==> src/rtl/hazard_pkg.sv <==
// Shared types and constants for the hazard scoreboard.
//   T_W        width of the Tnew/Tuse fields (values 0..3)
//   FWD_*      forwarding mux select codes (D side: RF/M/E, E side: RF/M/W)
//   TNEW_*     Tnew of the common instruction classes
//   slot_t     one shadow-pipeline entry {valid, dst, tnew, rs, rt}
package hazard_pkg;

    localparam int T_W   = 2;
    localparam int REG_W = 5;

    typedef logic [T_W-1:0]   tval_t;
    typedef logic [REG_W-1:0] reg_t;

    // E-side W select shares the code of D-side E select, so these are
    // plain constants rather than an enum.
    localparam logic [1:0] FWD_RF = 2'd0;
    localparam logic [1:0] FWD_M  = 2'd1;
    localparam logic [1:0] FWD_E  = 2'd2;
    localparam logic [1:0] FWD_W  = 2'd2;

    localparam tval_t TNEW_LINK = tval_t'(0);
    localparam tval_t TNEW_ALU  = tval_t'(1);
    localparam tval_t TNEW_LOAD = tval_t'(2);

    typedef struct packed {
        logic  valid;
        reg_t  dst;
        tval_t tnew;
        reg_t  rs;
        reg_t  rt;
    } slot_t;

    localparam slot_t SLOT_EMPTY = '0;

    // A slot produces a register value only when it is a real instruction
    // with a non-zero destination; $0 therefore never matches anything.
    function automatic logic slot_writes(input slot_t s, input reg_t r);
        return s.valid && (s.dst != '0) && (s.dst == r);
    endfunction

    // Tnew counts down by one per stage and stops at zero.
    function automatic tval_t tnew_dec(input tval_t t);
        return (t == '0) ? '0 : tval_t'(t - 1'b1);
    endfunction

endpackage

==> src/rtl/hazard_scoreboard_if.sv <==
// Handshake bundle between the datapath and the hazard scoreboard.
//   master : datapath side, drives the D-stage descriptor, receives stall,
//            forwarding selects, RF write control and the stall counter
//   slave  : scoreboard side
interface hazard_scoreboard_if
    import hazard_pkg::*;
#(
    parameter int CNT_W = 32
);
    logic             d_valid;
    reg_t             d_rs;
    reg_t             d_rt;
    logic             d_use_rs;
    logic             d_use_rt;
    tval_t            d_tuse_rs;
    tval_t            d_tuse_rt;
    reg_t             d_dst;
    tval_t            d_tnew;

    logic             stall;
    logic [1:0]       fwd_d_rs;
    logic [1:0]       fwd_d_rt;
    logic [1:0]       fwd_e_rs;
    logic [1:0]       fwd_e_rt;
    logic             rf_we;
    reg_t             rf_a3;
    logic [CNT_W-1:0] stall_cnt;

    modport master (
        output d_valid, d_rs, d_rt, d_use_rs, d_use_rt,
               d_tuse_rs, d_tuse_rt, d_dst, d_tnew,
        input  stall, fwd_d_rs, fwd_d_rt, fwd_e_rs, fwd_e_rt,
               rf_we, rf_a3, stall_cnt
    );

    modport slave (
        input  d_valid, d_rs, d_rt, d_use_rs, d_use_rt,
               d_tuse_rs, d_tuse_rt, d_dst, d_tnew,
        output stall, fwd_d_rs, fwd_d_rt, fwd_e_rs, fwd_e_rt,
               rf_we, rf_a3, stall_cnt
    );

endinterface

==> src/rtl/hz_slot.sv <==
// One shadow-pipeline slot of the hazard scoreboard.
//   clk, reset : clock, synchronous active-high reset
//   bubble     : load an empty slot instead of slot_in
//   slot_in    : entry arriving from the previous stage
//   slot_q     : registered entry
//   AGE        : decrement tnew as the entry moves in (0 for the E slot,
//                whose tnew is counted from entry into E)
module hz_slot
    import hazard_pkg::*;
#(
    parameter bit AGE = 1'b1
) (
    input  logic  clk,
    input  logic  reset,
    input  logic  bubble,
    input  slot_t slot_in,
    output slot_t slot_q
);

    slot_t slot_d;

    always_comb begin
        // NOTE: assign a default first so no path leaves slot_d unassigned (no latch).
        slot_d = slot_in;
        if (AGE) begin
            slot_d.tnew = tnew_dec(slot_in.tnew);
        end
        if (bubble) begin
            slot_d = SLOT_EMPTY;
        end
    end

    always_ff @(posedge clk) begin
        // NOTE: non-blocking assignments for registered state avoid update-order races.
        if (reset) begin
            slot_q <= SLOT_EMPTY;
        end else begin
            slot_q <= slot_d;
        end
    end

endmodule

==> src/rtl/hazard_scoreboard.sv <==
// Hazard controller for the 5-stage F/D/E/M/W pipeline.
// Tracks {valid, dst, tnew, rs, rt} for E, M and W and derives:
//   clk, reset  : clock, synchronous active-high reset
//   hz.d_*      : D-stage descriptor (sources, their Tuse, destination, Tnew)
//   hz.stall    : freeze PC and F/D, bubble into E (combinational)
//   hz.fwd_d_*  : D operand select 0=RF 1=M 2=E (combinational)
//   hz.fwd_e_*  : E operand select 0=D/E 1=M 2=W (combinational)
//   hz.rf_we/a3 : RF write port control from the W slot (registered)
//   hz.stall_cnt: saturating count of stalled cycles
module hazard_scoreboard
    import hazard_pkg::*;
#(
    parameter int CNT_W = 32
) (
    input  logic               clk,
    input  logic               reset,
    hazard_scoreboard_if.slave hz
);

    slot_t            e_in;
    slot_t            e_q;
    slot_t            m_q;
    slot_t            w_q;
    logic             stall;
    logic [CNT_W-1:0] stall_cnt_q;

    // Nearest producer decides: if it is still too young for this source's
    // Tuse, D must wait. W is never consulted because the RF bypasses it.
    function automatic logic src_hazard(input logic  used,
                                        input reg_t  r,
                                        input tval_t tuse,
                                        input slot_t e,
                                        input slot_t m);
        logic hit;
        hit = 1'b0;
        if (used) begin
            if (slot_writes(e, r)) begin
                hit = (e.tnew > tuse);
            end else if (slot_writes(m, r)) begin
                hit = (m.tnew > tuse);
            end
        end
        return hit;
    endfunction

    // Nearest producer wins; it forwards only once its result exists.
    // A younger producer that is not ready masks an older ready one.
    function automatic logic [1:0] fwd_sel(input reg_t       r,
                                           input slot_t      near,
                                           input slot_t      far,
                                           input logic [1:0] near_code,
                                           input logic [1:0] far_code);
        logic [1:0] sel;
        sel = FWD_RF;
        if (slot_writes(near, r)) begin
            sel = (near.tnew == '0) ? near_code : FWD_RF;
        end else if (slot_writes(far, r)) begin
            sel = (far.tnew == '0) ? far_code : FWD_RF;
        end
        return sel;
    endfunction

    assign e_in = '{valid: hz.d_valid, dst: hz.d_dst, tnew: hz.d_tnew,
                    rs: hz.d_rs, rt: hz.d_rt};

    // A single stall covers both sources; a D bubble reads nothing.
    assign stall = hz.d_valid &&
                   (src_hazard(hz.d_use_rs, hz.d_rs, hz.d_tuse_rs, e_q, m_q) ||
                    src_hazard(hz.d_use_rt, hz.d_rt, hz.d_tuse_rt, e_q, m_q));

    hz_slot #(.AGE(1'b0)) u_slot_e (
        .clk     (clk),
        .reset   (reset),
        .bubble  (stall),
        .slot_in (e_in),
        .slot_q  (e_q)
    );

    hz_slot #(.AGE(1'b1)) u_slot_m (
        .clk     (clk),
        .reset   (reset),
        .bubble  (1'b0),
        .slot_in (e_q),
        .slot_q  (m_q)
    );

    hz_slot #(.AGE(1'b1)) u_slot_w (
        .clk     (clk),
        .reset   (reset),
        .bubble  (1'b0),
        .slot_in (m_q),
        .slot_q  (w_q)
    );

    // W's source fields have no consumer; every slot keeps the same shape.
    logic unused_w_src;
    assign unused_w_src = ^{w_q.rs, w_q.rt};

    always_ff @(posedge clk) begin
        if (reset) begin
            stall_cnt_q <= '0;
        end else if (stall && (stall_cnt_q != '1)) begin
            stall_cnt_q <= stall_cnt_q + 1'b1;
        end
    end

    assign hz.stall     = stall;
    assign hz.fwd_d_rs  = fwd_sel(hz.d_rs, e_q, m_q, FWD_E, FWD_M);
    assign hz.fwd_d_rt  = fwd_sel(hz.d_rt, e_q, m_q, FWD_E, FWD_M);
    assign hz.fwd_e_rs  = fwd_sel(e_q.rs, m_q, w_q, FWD_M, FWD_W);
    assign hz.fwd_e_rt  = fwd_sel(e_q.rt, m_q, w_q, FWD_M, FWD_W);
    assign hz.rf_we     = w_q.valid && (w_q.dst != '0);
    assign hz.rf_a3     = w_q.dst;
    assign hz.stall_cnt = stall_cnt_q;

endmodule

==> src/flat_wrapper.sv <==
// flat-port wrapper written by rule: the top's interface ports become plain ports
module hazard_scoreboard_flat import hazard_pkg::*;
#(
    parameter int CNT_W = 32
)
  (clk, reset, hz_d_valid, hz_d_rs, hz_d_rt, hz_d_use_rs, hz_d_use_rt, hz_d_tuse_rs, hz_d_tuse_rt, hz_d_dst, hz_d_tnew, hz_stall, hz_fwd_d_rs, hz_fwd_d_rt, hz_fwd_e_rs, hz_fwd_e_rt, hz_rf_we, hz_rf_a3, hz_stall_cnt);
  hazard_scoreboard_if #(.CNT_W(CNT_W)) hz_i ();
  input  logic clk;
  input  logic reset;
  input wire logic [$bits(hz_i.d_valid)-1:0] hz_d_valid;
  input wire logic [$bits(hz_i.d_rs)-1:0] hz_d_rs;
  input wire logic [$bits(hz_i.d_rt)-1:0] hz_d_rt;
  input wire logic [$bits(hz_i.d_use_rs)-1:0] hz_d_use_rs;
  input wire logic [$bits(hz_i.d_use_rt)-1:0] hz_d_use_rt;
  input wire logic [$bits(hz_i.d_tuse_rs)-1:0] hz_d_tuse_rs;
  input wire logic [$bits(hz_i.d_tuse_rt)-1:0] hz_d_tuse_rt;
  input wire logic [$bits(hz_i.d_dst)-1:0] hz_d_dst;
  input wire logic [$bits(hz_i.d_tnew)-1:0] hz_d_tnew;
  output wire logic [$bits(hz_i.stall)-1:0] hz_stall;
  output wire logic [$bits(hz_i.fwd_d_rs)-1:0] hz_fwd_d_rs;
  output wire logic [$bits(hz_i.fwd_d_rt)-1:0] hz_fwd_d_rt;
  output wire logic [$bits(hz_i.fwd_e_rs)-1:0] hz_fwd_e_rs;
  output wire logic [$bits(hz_i.fwd_e_rt)-1:0] hz_fwd_e_rt;
  output wire logic [$bits(hz_i.rf_we)-1:0] hz_rf_we;
  output wire logic [$bits(hz_i.rf_a3)-1:0] hz_rf_a3;
  output wire logic [$bits(hz_i.stall_cnt)-1:0] hz_stall_cnt;
  assign hz_i.d_valid = hz_d_valid;
  assign hz_i.d_rs = hz_d_rs;
  assign hz_i.d_rt = hz_d_rt;
  assign hz_i.d_use_rs = hz_d_use_rs;
  assign hz_i.d_use_rt = hz_d_use_rt;
  assign hz_i.d_tuse_rs = hz_d_tuse_rs;
  assign hz_i.d_tuse_rt = hz_d_tuse_rt;
  assign hz_i.d_dst = hz_d_dst;
  assign hz_i.d_tnew = hz_d_tnew;
  assign hz_stall = hz_i.stall;
  assign hz_fwd_d_rs = hz_i.fwd_d_rs;
  assign hz_fwd_d_rt = hz_i.fwd_d_rt;
  assign hz_fwd_e_rs = hz_i.fwd_e_rs;
  assign hz_fwd_e_rt = hz_i.fwd_e_rt;
  assign hz_rf_we = hz_i.rf_we;
  assign hz_rf_a3 = hz_i.rf_a3;
  assign hz_stall_cnt = hz_i.stall_cnt;
  hazard_scoreboard #(.CNT_W(CNT_W)) u_core (.clk(clk), .reset(reset), .hz(hz_i));
endmodule
==> config.mk <==
export PLATFORM = sky130hd
export DESIGN_NAME = hazard_scoreboard_flat
export DESIGN_NICKNAME = d
export VERILOG_FILES = /design/src/rtl/hazard_pkg.sv /design/src/rtl/hazard_scoreboard_if.sv /design/src/rtl/hz_slot.sv /design/src/rtl/hazard_scoreboard.sv /design/src/flat_wrapper.sv
export SDC_FILE = /design/constraint.sdc
export NUM_CORES = 1
export LEC_CHECK = 0
export CELL_PAD_IN_SITES_DETAIL_PLACEMENT = 0
export CELL_PAD_IN_SITES_GLOBAL_PLACEMENT = 1
export CORE_ASPECT_RATIO = 0.75
export CORE_MARGIN = 1.5
export CORE_UTILIZATION = 35
export CTS_CLUSTER_SIZE = 28
export DETAILED_ROUTE_END_ITERATION = 6
export GPL_ROUTABILITY_DRIVEN = 0
export PLACE_DENSITY = 0.74
export SYNTH_ARGS = -nofsm -noshare
export SYNTH_HDL_FRONTEND = slang
export SYNTH_SLANG_ARGS = --single-unit
==> constraint.sdc <==
create_clock -name clk -period 2.76 [get_ports clk]
set_input_delay 0.552 -clock clk [delete_from_list [all_inputs] [get_ports clk]]
set_output_delay 0.552 -clock clk [all_outputs]
set_load 0.03 [all_outputs]
; Word-level counts from Yosys, hierarchy flattened
; Cells that the tools add are included.
[op_classes]
addsub = 3
n_lt_le_gt_ge = 4
n_eq_ne = 9
n_mux = 17
reduce_logical = 23
[op_table]
columns = operator, count
row1 = 5-bit == test, 8
row2 = 32-bit by 1-bit adder with 32-bit output (second input constant), 1
row3 = 32-bit inequality test (second input constant), 1
row4 = 2-bit 2-to-1 mux, 10
row5 = 5-bit nonzero test, 3
row6 = 1-bit logical AND, 13
row7 = 2-bit > comparator, 4
row8 = 1-bit 2-to-1 mux, 7
row9 = 2-bit logical NOT, 3
row10 = 2-bit OR reduction, 3
row11 = 2-bit by 1-bit subtractor with 2-bit output (second input constant), 2
row12 = 1-bit logical OR, 1
[word_totals]
register_bits = 66
word_cells = 68

; Depth between registers and ports, before layout
; Gate-level depths: netlist (run 1).
[logic_depth]
word_depth = 9
ltp_mapped = 9
ltp_nobuf = 8

; By module
; A second synthesis (run 1) with hierarchy kept.
[unflattened]
hier_cells = 451
hier_area_um2 = 4383.0
[modules_own_cells]
columns = mod, n_inst, cells_each, area_per_inst_um2
row1 = hazard_scoreboard, 1, 325, 2567.5
row2 = hz_slot at u_core.u_slot_m ..., 2, 43, 608.1
row3 = hz_slot at u_core.u_slot_e, 1, 40, 599.3

; Least setup slack after synthesis (run 1)
; OpenSTA, ideal clock, no wires.
[synth_timing]
path_type = register to output
startpoint = register u_core.u_slot_e.slot_q[12] in the netlist's numbering
endpoint = output hz_stall
arrival_time_ps = 2310
path_slack_ps = -102
path_stages_with_launch = 8
path_buffers = 1
path_cell_list = dfxtp_1 or4_1 o21a_1 and4_4 or3_4 o2111a_4 clkbuf_1 nor2_1
[synth_via]
elab_chain_len = 7
word_cells_on_any_way = 12
cone_classes = eq/ne (2) / mux (4) / reduce/logical (6)
[synth_lines]
columns = item, line_no
row1 = start: declaration, hz_slot.sv:17  ; output slot_t slot_q
row2 = start signal: assignment, hz_slot.sv:38  ; slot_q <= slot_d;
row3 = 5-bit nonzero test, hazard_pkg.sv:38  ; return s.valid && (s.dst != '0) && (s.dst == r);
row4 = 1-bit logical AND (2 in a row), hazard_pkg.sv:38
row5 = 1-bit 2-to-1 mux, hazard_scoreboard.sv:37  ; if (slot_writes(e, r)) begin
row6 = 1-bit 2-to-1 mux, hazard_scoreboard.sv:36  ; if (used) begin
row7 = 1-bit logical OR *, hazard_scoreboard.sv:68  ; (src_hazard(hz.d_use_rs, hz.d_rs, hz.d_tuse_rs, e_q, m_q) ||
row8 = 1-bit logical AND *, hazard_scoreboard.sv:67  ; assign stall = hz.d_valid &&
row9 = end: declaration, flat_wrapper.sv:19  ; output wire logic [$bits(hz_i.stall)-1:0] hz_stall;
; Mark *: on every way between the ends. The rest lies on a longest branch, timed or not.

; Worst setup path after layout (run 1)
[layout_timing]
startpoint = input hz_d_rt[0]
endpoint = output hz_stall
[layout_via]
elab_chain_len = 7
word_cells_on_any_way = 9
cone_classes = eq/ne (2) / mux (3) / reduce/logical (4)
[layout_lines]
columns = item, line_no
row1 = start: declaration, flat_wrapper.sv:12  ; input wire logic [$bits(hz_i.d_rt)-1:0] hz_d_rt;
row2 = 5-bit == test, hazard_pkg.sv:38
row3 = 1-bit logical AND, hazard_pkg.sv:38
row4 = 1-bit 2-to-1 mux, hazard_scoreboard.sv:39  ; end else if (slot_writes(m, r)) begin
row5 = 1-bit 2-to-1 mux *, hazard_scoreboard.sv:37
row6 = 1-bit 2-to-1 mux *, hazard_scoreboard.sv:36
row7 = 1-bit logical OR *, hazard_scoreboard.sv:68
row8 = 1-bit logical AND *, hazard_scoreboard.sv:67
; Marked as above.

==> results of run 1 <==
[what timing repair did]
action                     4_1_cts  5_1_grt
pin swaps                       12       13
setup endpoints to repair       18       34
gates resized for setup         23       34
buffers inserted                 3        2
cloned                           3        1
[per-stage QoR]
step	instance area (sq um)	setup TNS (ns)	hold WS (ns)	worst slack [ns]	total power, mW
final	5080	-0.214	0.438	-0.139	2.29
after global routing	5080	-0.645	0.457	-0.193	2.38
after CTS	4900	-0.880	0.435	-0.235	2.30
after detailed placement	4460	-10.45	0.426	-0.481	1.23
after global placement	4460	-9.17	0.428	-0.410	1.23
after floorplan	3510	0	0.397	0.0261	1.14
[layer usage]
layer  up-vias  global-route usage  part of all wire
met5         -                   0                 0
met4         0              0.0622             0.013
met3        11              0.0419             0.053
met2        93               0.257              0.44
met1      1493               0.262              0.50
li1       1623                   -                 -
[worst paths after layout]
kind	cells after the start	to	from	slack, ns
setup / recovery	8	hz_stall	hz_d_rt[0]	-0.14
hold / removal	1	u_core.u_slot_w.slot_q[10]	u_core.u_slot_m.slot_q[10]	0.44
setup reg to reg	8	u_core.hz.stall_cnt[27]	u_core.u_slot_e.slot_q[15]	-0.01
hold reg to reg	1	u_core.u_slot_w.slot_q[10]	u_core.u_slot_m.slot_q[10]	0.44
[critical path, delay by kind of cell]
family	cells	cell delay, ns
AOI/OAI and AO/OA	1	0.20
xor gates and xnor gates	1	0.16
buffers and inverters	2	0.57
and+or+nand+nor	4	0.87
[cells in the final DEF (no fill, tap or decap), types with 3 or more instances in the layout]
cell	synthesis	routed
xor2_1	23	23
ha_1	11	9
nand4_1	11	11
nor3_2	0	6
dfxtp_2	0	3
o2111a_2	0	3
a21oi_1	18	14
clkbuf_16	0	9
a21oi_2	0	4
and2_1	23	23
buf_6	1	3
and3_1	4	4
nand2_1	20	20
nor2_1	19	18
or3_1	11	11
dfxtp_1	66	63
nand3_1	13	12
buf_4	5	34
clkinvlp_4	0	3
or4_1	11	10
xnor2_1	17	17
nor2b_1	29	27
inv_1	9	7
nor3_1	24	17
o31ai_1	7	6
nor4_4	0	3
o21ai_0	10	10
dlymetal6s2s_1	0	6
and4_1	4	3
mux2_2	14	14
clkdlybuf4s50_1	0	56
[sequential cells by signal, summed over array words and instances (netlist names)]
name / cells
u_core.hz.stall_cnt: 32
u_core.u_slot_e.slot_q: 18
u_core.u_slot_m.slot_q: 8
u_core.u_slot_w.slot_q: 8
[area by class of cell]
type | instances | area share
repair buffers | 103 | 0.190
clock buffers | 9 | 0.0443
inverters | 9 | 0.00665
well taps | 132 | 0.0325
clock inverters | 7 | 0.0106
multi-input cells | 304 | 0.455
flip-flops and latches | 66 | 0.261
[power by group]
part	switching (mW)	internal [mW]
registers	0.0213	0.977
logic	0.118	0.122
clock network	0.442	0.611
total	0.581	1.71
[logic make-up after synthesis]
kind of cell	after synthesis	synth area share
simple gates	189	0.311
flops	66	0.376
compound gates	46	0.0845
xor+xnor	40	0.0998
buf+inv	34	0.0442
mux	14	0.0449
fa+ha+maj	11	0.0392
==> results.md, run 1 <==
- Clk pin slew, worst setup/hold paths: 0.05 ns
- Grt ovf: 0
- Failing checks: setup timing
- Post-synth EDFFs: 0
- Core footprint: 9700 sq um
- Hold crit path type: register to register
- WP data arrival: 2.35 ns
- Post-synth top cells: dfxtp_1, nor2b_1, nor3_1
- Rows: 31
- Sequential share of the synthesized area: 0.376
- Placed cell count: 605
- Synth area leader: dfxtp_1
- Mean routed wirelength per cell: 15.4 microns
- Slowest CP cell: clkdlybuf4s50_1
- Peak supply drop: 266 uV
- Netlist cell types: 42
- Worst-path maximum fanout: 2
- Register area: 1330 sq um
- Synth Cell Area: 3510 sq um
- Slack of the critical path: -0.139 ns
- Root buffer cell: clkbuf_16
- Htree depth: 3
- Unrepaired setup endpoints after global routing: true
- Total Wirelength: 9710 microns
- Fin nets: 530
- CP Cell Sequence: clkdlybuf4s50_1, xor2_1, nor3_2, nand3_1, or3b_4, o2111a_4, nor2_4, buf_6
- Fin Clk Skew: 0.00548 ns
- Max clock buf depth: 2
- CTS tree: done
- Fillcell total: 918
- Die Y: 89.7 microns
- Synth top area share: 0.376
- Largest net degree at the start of global routing: 65
- Fin cells: 630
- Drc violations: 0
- P_leak: 1.94 nW
- Critical Path End Type: output port
- IO Count: 73
- First-pass GRT wire length: 15,300 microns
- Top post-synthesis cells by area: dfxtp_1, xor2_1, nor2b_1
- Die area: 10,600 sq um
- Initial antenna violation count: 0
- Top_reg_cell synth: dfxtp_1
- Share of cells above drive strength 1: 0.233
- Worst-skew pair later-pin latency: 0.33 ns
- Die W: 119 microns
- DRT iter0 DRCs: 166
- All-Layer GR Usage: 0.180
- Max Freq: 0.345 GHz
- Area delta synth->final: 44.8%
- Max_slew headroom: 0.691
- Final slew viol count: 0
- Total number of vias: 3,220
- Status: complete, but fails checks
- Vias per inst: 5.11
- Final min period: 2.90 ns
- Fin util: 0.524
- PortBufs: 72
- Avg Cell Area, Syn: 8.78 sq um
- Final Hold Fails: 0
- CP Class: input port to output port
- Post-Syn Instances: 400
- Max-Cap Viols: 0
- TritonCTS Buffers: 9
- Ant diodes: 0
- HPWL after detailed placement: 6490 microns
- Post-CTS Hold Fix Bufs: 0
- Post-synth ARST share: 0
- Count leader, synth: dfxtp_1
- Initial Util: 0.362
- Critical Path Start Type: input port
- Yosys warning count: 0
- CP peak stage delay: 0.44 ns
- Critical Path RT: 2.21 ns
- Synthesis-stage register bit count: 66
- Mapped Nets: 437
- # setup viols final: 7
- ANT nets after route: 0
- Clock sinks: 66
- Final period util: 1.05
- Worst-Margin Slew: 0.464 ns
- 1st-pass router iterations: 4
- Multi-input logic area: 2310 sq um
- Vias in the first global route: 3,006
- PwrDens: 451 nW/um^2
Note: power is estimated with default switching activity, not from simulation.
==> run 2: changes to the inputs <==
--- a/config.mk
+++ b/config.mk
@@ -5,7 +5,7 @@
 export SDC_FILE = /design/constraint.sdc
 export NUM_CORES = 1
 export LEC_CHECK = 0
-export CELL_PAD_IN_SITES_DETAIL_PLACEMENT = 0
+export CELL_PAD_IN_SITES_DETAIL_PLACEMENT = 1
 export CELL_PAD_IN_SITES_GLOBAL_PLACEMENT = 1
 export CORE_ASPECT_RATIO = 0.75
 export CORE_MARGIN = 1.5
==> results.md, run 2 (synthesis gave the netlist of run 1 again) <==
- Max reg flops: 32
- Final period util: 1.05
- Hold crit path type: register to register
- Drc violations: 0
- Max Freq: 0.347 GHz
- Worst-path maximum fanout: 2
- Final slew viol count: 0
- CP Class: input port to output port
- Die Y: 89.7 microns
- Sw frac: 0.223
- Total Wirelength: 11,300 microns
- Fin nets: 528
- Area delta synth->final: 47.0%
- Fin util: 0.532
- Final min period: 2.89 ns
- PwrDens: 500 nW/um^2
- Critical Path RT: 2.21 ns
- # setup viols final: 11
- Core footprint: 9700 sq um
- ANT nets after route: 0
- Ant diodes: 0
- Max clock buf depth: 2
- Share of cells above drive strength 1: 0.254
- Clock sinks: 66
- Die W: 119 microns
- Fin Clk Skew: 0.00604 ns
- Grt ovf: 0
- HPWL after detailed placement: 7440 microns
- Clock power share: 0.518
- Placed cell count: 605
- Commonest cells after routing, fill and taps aside: dfxtp_1, clkdlybuf4s50_1, buf_4
- WP data arrival: 2.33 ns
- Placement Cell Area: 4460 sq um
- CTS tree: done
- Max-Cap Viols: 0
- Worst-Margin Slew: 0.462 ns
- Combinational cell fraction of total power: 0.094
- Cell-internal power: 2.00 mW
- Initial antenna violation count: 0
- 1st-pass router iterations: 4
- Vias in the first global route: 3,417
- Final Cell Area: 5160 sq um
- Fin Hold WS: 0.434 ns
- PortBufs: 72
- Root buffer cell: clkbuf_16
- Slack of the critical path: -0.126 ns
- Failing checks: setup timing
- Commonest non-fill, non-tap cell in the layout: dfxtp_1
- Total number of vias: 3,355
- Clk pin slew, worst setup/hold paths: 0.05 ns
- First-pass GRT wire length: 17,900 microns
- Mean routed wirelength per cell: 17.9 microns
- IO Count: 73
- Largest net degree at the start of global routing: 65
- TritonCTS Buffers: 9
- Htree depth: 3
- Critical Path End Type: output port
- Sequential power share: 0.388
- Status: complete, but fails checks
- Rows: 31
- Fin cells: 628
- Critical Path Start Type: input port
- Peak supply drop: 400 uV
- Psw: 0.576 mW
- P_leak: 1.95 nW
- Post-CTS Hold Fix Bufs: 0
- All-Layer GR Usage: 0.210
- Worst-skew pair later-pin latency: 0.33 ns
- Unrepaired setup endpoints after global routing: true
- Die area: 10,600 sq um
- DRT iter0 DRCs: 197
- Vias per inst: 5.34
- Final Hold Fails: 0
- Total negative setup slack: -0.473 ns
- Initial Util: 0.362
- Max_slew headroom: 0.691
-- run 2: cell type report --
type                    count  area (sq um)
multi-input cells         302          2330
flip-flops and latches     66          1320
well taps                 132           165
inverters                   9          33.8
fillers                  1116          4540
clock inverters             6           113
clock buffers              10           239
repair buffers            103           956
-- run 2: what timing repair did --
action | CTS | global route
buffers inserted | 4 | 1
cloned | 2 | 0
endpoints found under the setup margin | 27 | 34
gates resized for setup | 32 | 38
pin swaps | 11 | 8
-- run 2: path summary, 6_finish.rpt --
| path | start | end | slack [ns] | cells after the start |
|---|---|---|---|---|
| hold / removal | u_core.u_slot_m.slot_q[10] | u_core.u_slot_w.slot_q[10] | 0.43 | 1 |
| setup reg to reg | u_core.u_slot_e.slot_q[12] | u_core.hz.stall_cnt[20] | -0.03 | 8 |
| hold reg to reg | u_core.u_slot_m.slot_q[10] | u_core.u_slot_w.slot_q[10] | 0.43 | 1 |
| setup / recovery | hz_d_rs[0] | hz_stall | -0.13 | 8 |
-- run 2: through the flow --
stage	setup slack [ns]	power, mW
final	-0.126	2.58
after global routing	-0.181	2.67
after CTS	-0.121	2.60
after detailed placement	-0.497	1.24
after global placement	-0.410	1.23
after floorplan	0.0261	1.14
-- run 2: critical path, stage by stage --
cell	delay (ns)
clkdlybuf4s50_1	0.44
xor2_1	0.17
nor3_2	0.21
nand3_1	0.15
or3_4	0.41
o2111a_4	0.19
nor2_4	0.08
buf_6	0.13
-- run 2: routing by layer --
metal,wire length (microns),track usage,part of all wire
met1,5250,0.279,0.47
met2,5400,0.347,0.48
met3,426,0.0444,0.038
met4,199,0.0582,0.018
met5,0,0,0
-- run 2: power by group through the flow --
| stage | Clock [mW] | Combinational [mW] | Sequential (mW) |
|---|---|---|---|
| global placement | 0 | 0.212 | 1.02 |
| finish | 1.34 | 0.243 | 1.00 |
| floorplan | 0 | 0.127 | 1.01 |
| global route | 1.40 | 0.265 | 1.00 |
| CTS | 1.37 | 0.236 | 0.999 |
| detailed placement | 0 | 0.222 | 1.02 |
==> run 3: changes to the inputs <==
--- a/config.mk
+++ b/config.mk
@@ -6,14 +6,15 @@
 export NUM_CORES = 1
 export LEC_CHECK = 0
 export CELL_PAD_IN_SITES_DETAIL_PLACEMENT = 1
-export CELL_PAD_IN_SITES_GLOBAL_PLACEMENT = 1
+export CELL_PAD_IN_SITES_GLOBAL_PLACEMENT = 2
 export CORE_ASPECT_RATIO = 0.75
 export CORE_MARGIN = 1.5
-export CORE_UTILIZATION = 35
+export CORE_UTILIZATION = 30
 export CTS_CLUSTER_SIZE = 28
 export DETAILED_ROUTE_END_ITERATION = 6
 export GPL_ROUTABILITY_DRIVEN = 0
-export PLACE_DENSITY = 0.74
+export PLACE_DENSITY = 0.76
+export SETUP_SLACK_MARGIN = 0.05
 export SYNTH_ARGS = -nofsm -noshare
 export SYNTH_HDL_FRONTEND = slang
 export SYNTH_SLANG_ARGS = --single-unit
==> constraint.sdc (replaced) <==
create_clock -name clk -period 3.3 [get_ports clk]
set_input_delay 0.66 -clock clk [delete_from_list [all_inputs] [get_ports clk]]
set_output_delay 0.66 -clock clk [all_outputs]
set_load 0.03 [all_outputs]
==> results.md, run 3 (synthesis gave the netlist of run 1 again) <==
- Sequential power share: 0.451
- Commonest cells after routing, fill and taps aside: dfxtp_1, clkdlybuf4s50_1, nor2b_1
- Worst-path maximum fanout: 2
- Final period util: 0.973
- DRT iter0 DRCs: 91
- Clk pin slew, worst setup/hold paths: 0.05 ns
- Sw frac: 0.241
- Vias in the first global route: 3,179
- HPWL after detailed placement: 7680 microns
- Peak supply drop: 268 uV
- Placed cell count: 603
- Combinational cell fraction of total power: 0.097
- Status: finished, final reports clean
- Initial Util: 0.315
- Critical Path RT: 2.64 ns
- Core footprint: 11,100 sq um
- Vias per inst: 5.03
- PortBufs: 72
- Critical Path Start Type: input port
- Total Wirelength: 10,000 microns
- Max clock buf depth: 2
- Final Hold Fails: 0
- Die Y: 96.7 microns
- Worst r2r src: u_core.hz.stall_cnt[0]
- Clock power share: 0.452
- Worst-skew pair later-pin latency: 0.33 ns
- P_leak: 1.75 nW
- Htree depth: 3
- Worst-Margin Slew: 0.889 ns
- Psw: 0.448 mW
- Max-Cap Viols: 0
- Max reg flops: 32
- Reg2reg path depth: 8
- First-pass GRT wire length: 16,300 microns
- Ant diodes: 0
- Worst Setup SP: hz_d_tuse_rt[1]
- Root buffer cell: clkbuf_16
- Mean routed wirelength per cell: 16.2 microns
- Die W: 128 microns
- Drc violations: 0
- ANT nets after route: 0
- # setup viols final: 0
- CTS tree: done
- Fin nets: 512
- Cell-internal power: 1.41 mW
- Total number of vias: 3,116
- IO Count: 73
- Post-CTS Hold Fix Bufs: 0
- Max_slew headroom: 0.402
- Fin cells: 619
- All-Layer GR Usage: 0.167
- Area delta synth->final: 34.2%
- Max Freq: 0.311 GHz
- Fin Clk Skew: 0.0106 ns
- Initial antenna violation count: 0
- Hold crit path type: register to register
- Rows: 33
- 1st-pass router iterations: 4
- TritonCTS Buffers: 9
- Power consumption: 1.86 mW
- Commonest non-fill, non-tap cell in the layout: dfxtp_1
- Die area: 12,400 sq um
- PwrDens: 394 nW/um^2
- Clock sinks: 66
- Unrepaired setup endpoints after global routing: true
- Final min period: 3.21 ns
- CP Class: input port to output port
- Grt ovf: 0
- Final slew viol count: 0
- WP data arrival: 2.55 ns
- Share of cells above drive strength 1: 0.129
- Fin Hold WS: 0.447 ns
- WHS Path Cells: 1
- Largest net degree at the start of global routing: 35
- Critical Path End Type: output port
- HP Start: u_core.u_slot_m.slot_q[10]
-- run 3: cell types whose count changed in the layout (fill, tap and decap cells not counted), sizes merged --
cell and delta:
o2111a -2, bufinv -3, dlygate4sd2 -5, clkinvlp +1, clkdlybuf4s50 +12, inv -1, dlymetal6s2s -2, buf -17
-- run 3: final cells by class --
| class | count | area (sq um) |
|---|---|---|
| Clock inverter | 3 | 17.5 |
| Timing Repair Buffer | 89 | 853 |
| Clock buffer | 12 | 236 |
| Tap cell | 140 | 175 |
| Sequential cell | 66 | 1320 |
| Fill cell | 1293 | 6440 |
| Multi-Input combinational cell | 300 | 2070 |
| Inverter | 9 | 33.8 |
-- run 3: critical path: stages --
cell and delay [ns]:
clkdlybuf4s50_1 0.45, inv_1 0.07, ha_4 0.27, nor2b_4 0.12, o2111ai_1 0.14, or3b_4 0.42, o2111a_4 0.17, nor2_2 0.10
buf_6 0.14
-- run 3: power groups by stage --
stage,Combinational (mW),Sequential [mW],Clock [mW]
3_3_place_gp,0.170,0.854,0
4_1_cts,0.178,0.837,0.865
5_1_grt,0.199,0.839,0.897
3_5_place_dp,0.176,0.854,0
2_1_floorplan,0.106,0.846,0
6_report,0.180,0.837,0.840
-- run 3: worst paths after layout --
check,slack [ns],endpoint
worst max-delay path,0.09,hz_stall
worst max register to register,0.31,u_core.hz.stall_cnt[3]
worst min-delay path,0.45,u_core.u_slot_w.slot_q[10]
worst min register to register,0.45,u_core.u_slot_w.slot_q[10]
-- run 3: timing repair --
item,4_1_cts,5_1_grt
gates resized for setup,3,10
pin swaps,2,1
setup buffers,1,0
endpoints found under the setup margin,3,23
-- run 3: metal layers --
layer  global-route usage  routed length, microns  up-vias
li1                     -                       -     1559
met1                0.234                    5180     1492
met4               0.0372                      76        0
met5                    0                       0        -
met3               0.0420                     352        6
met2                0.259                    4430       59
-- run 3: through the flow --
stage | setup WS (ns) | utilization | setup TNS, ns | cell area [sq um]
finish | 0.0879 | 0.423 | 0 | 4710
global route | 0.00590 | 0.423 | 0 | 4710
CTS | -0.0219 | 0.418 | -0.0219 | 4660
detailed placement | -0.131 | 0.395 | -2.07 | 4400
global placement | -0.0715 | 0.395 | -0.220 | 4400
floorplan | 0.306 | - | 0 | 3510
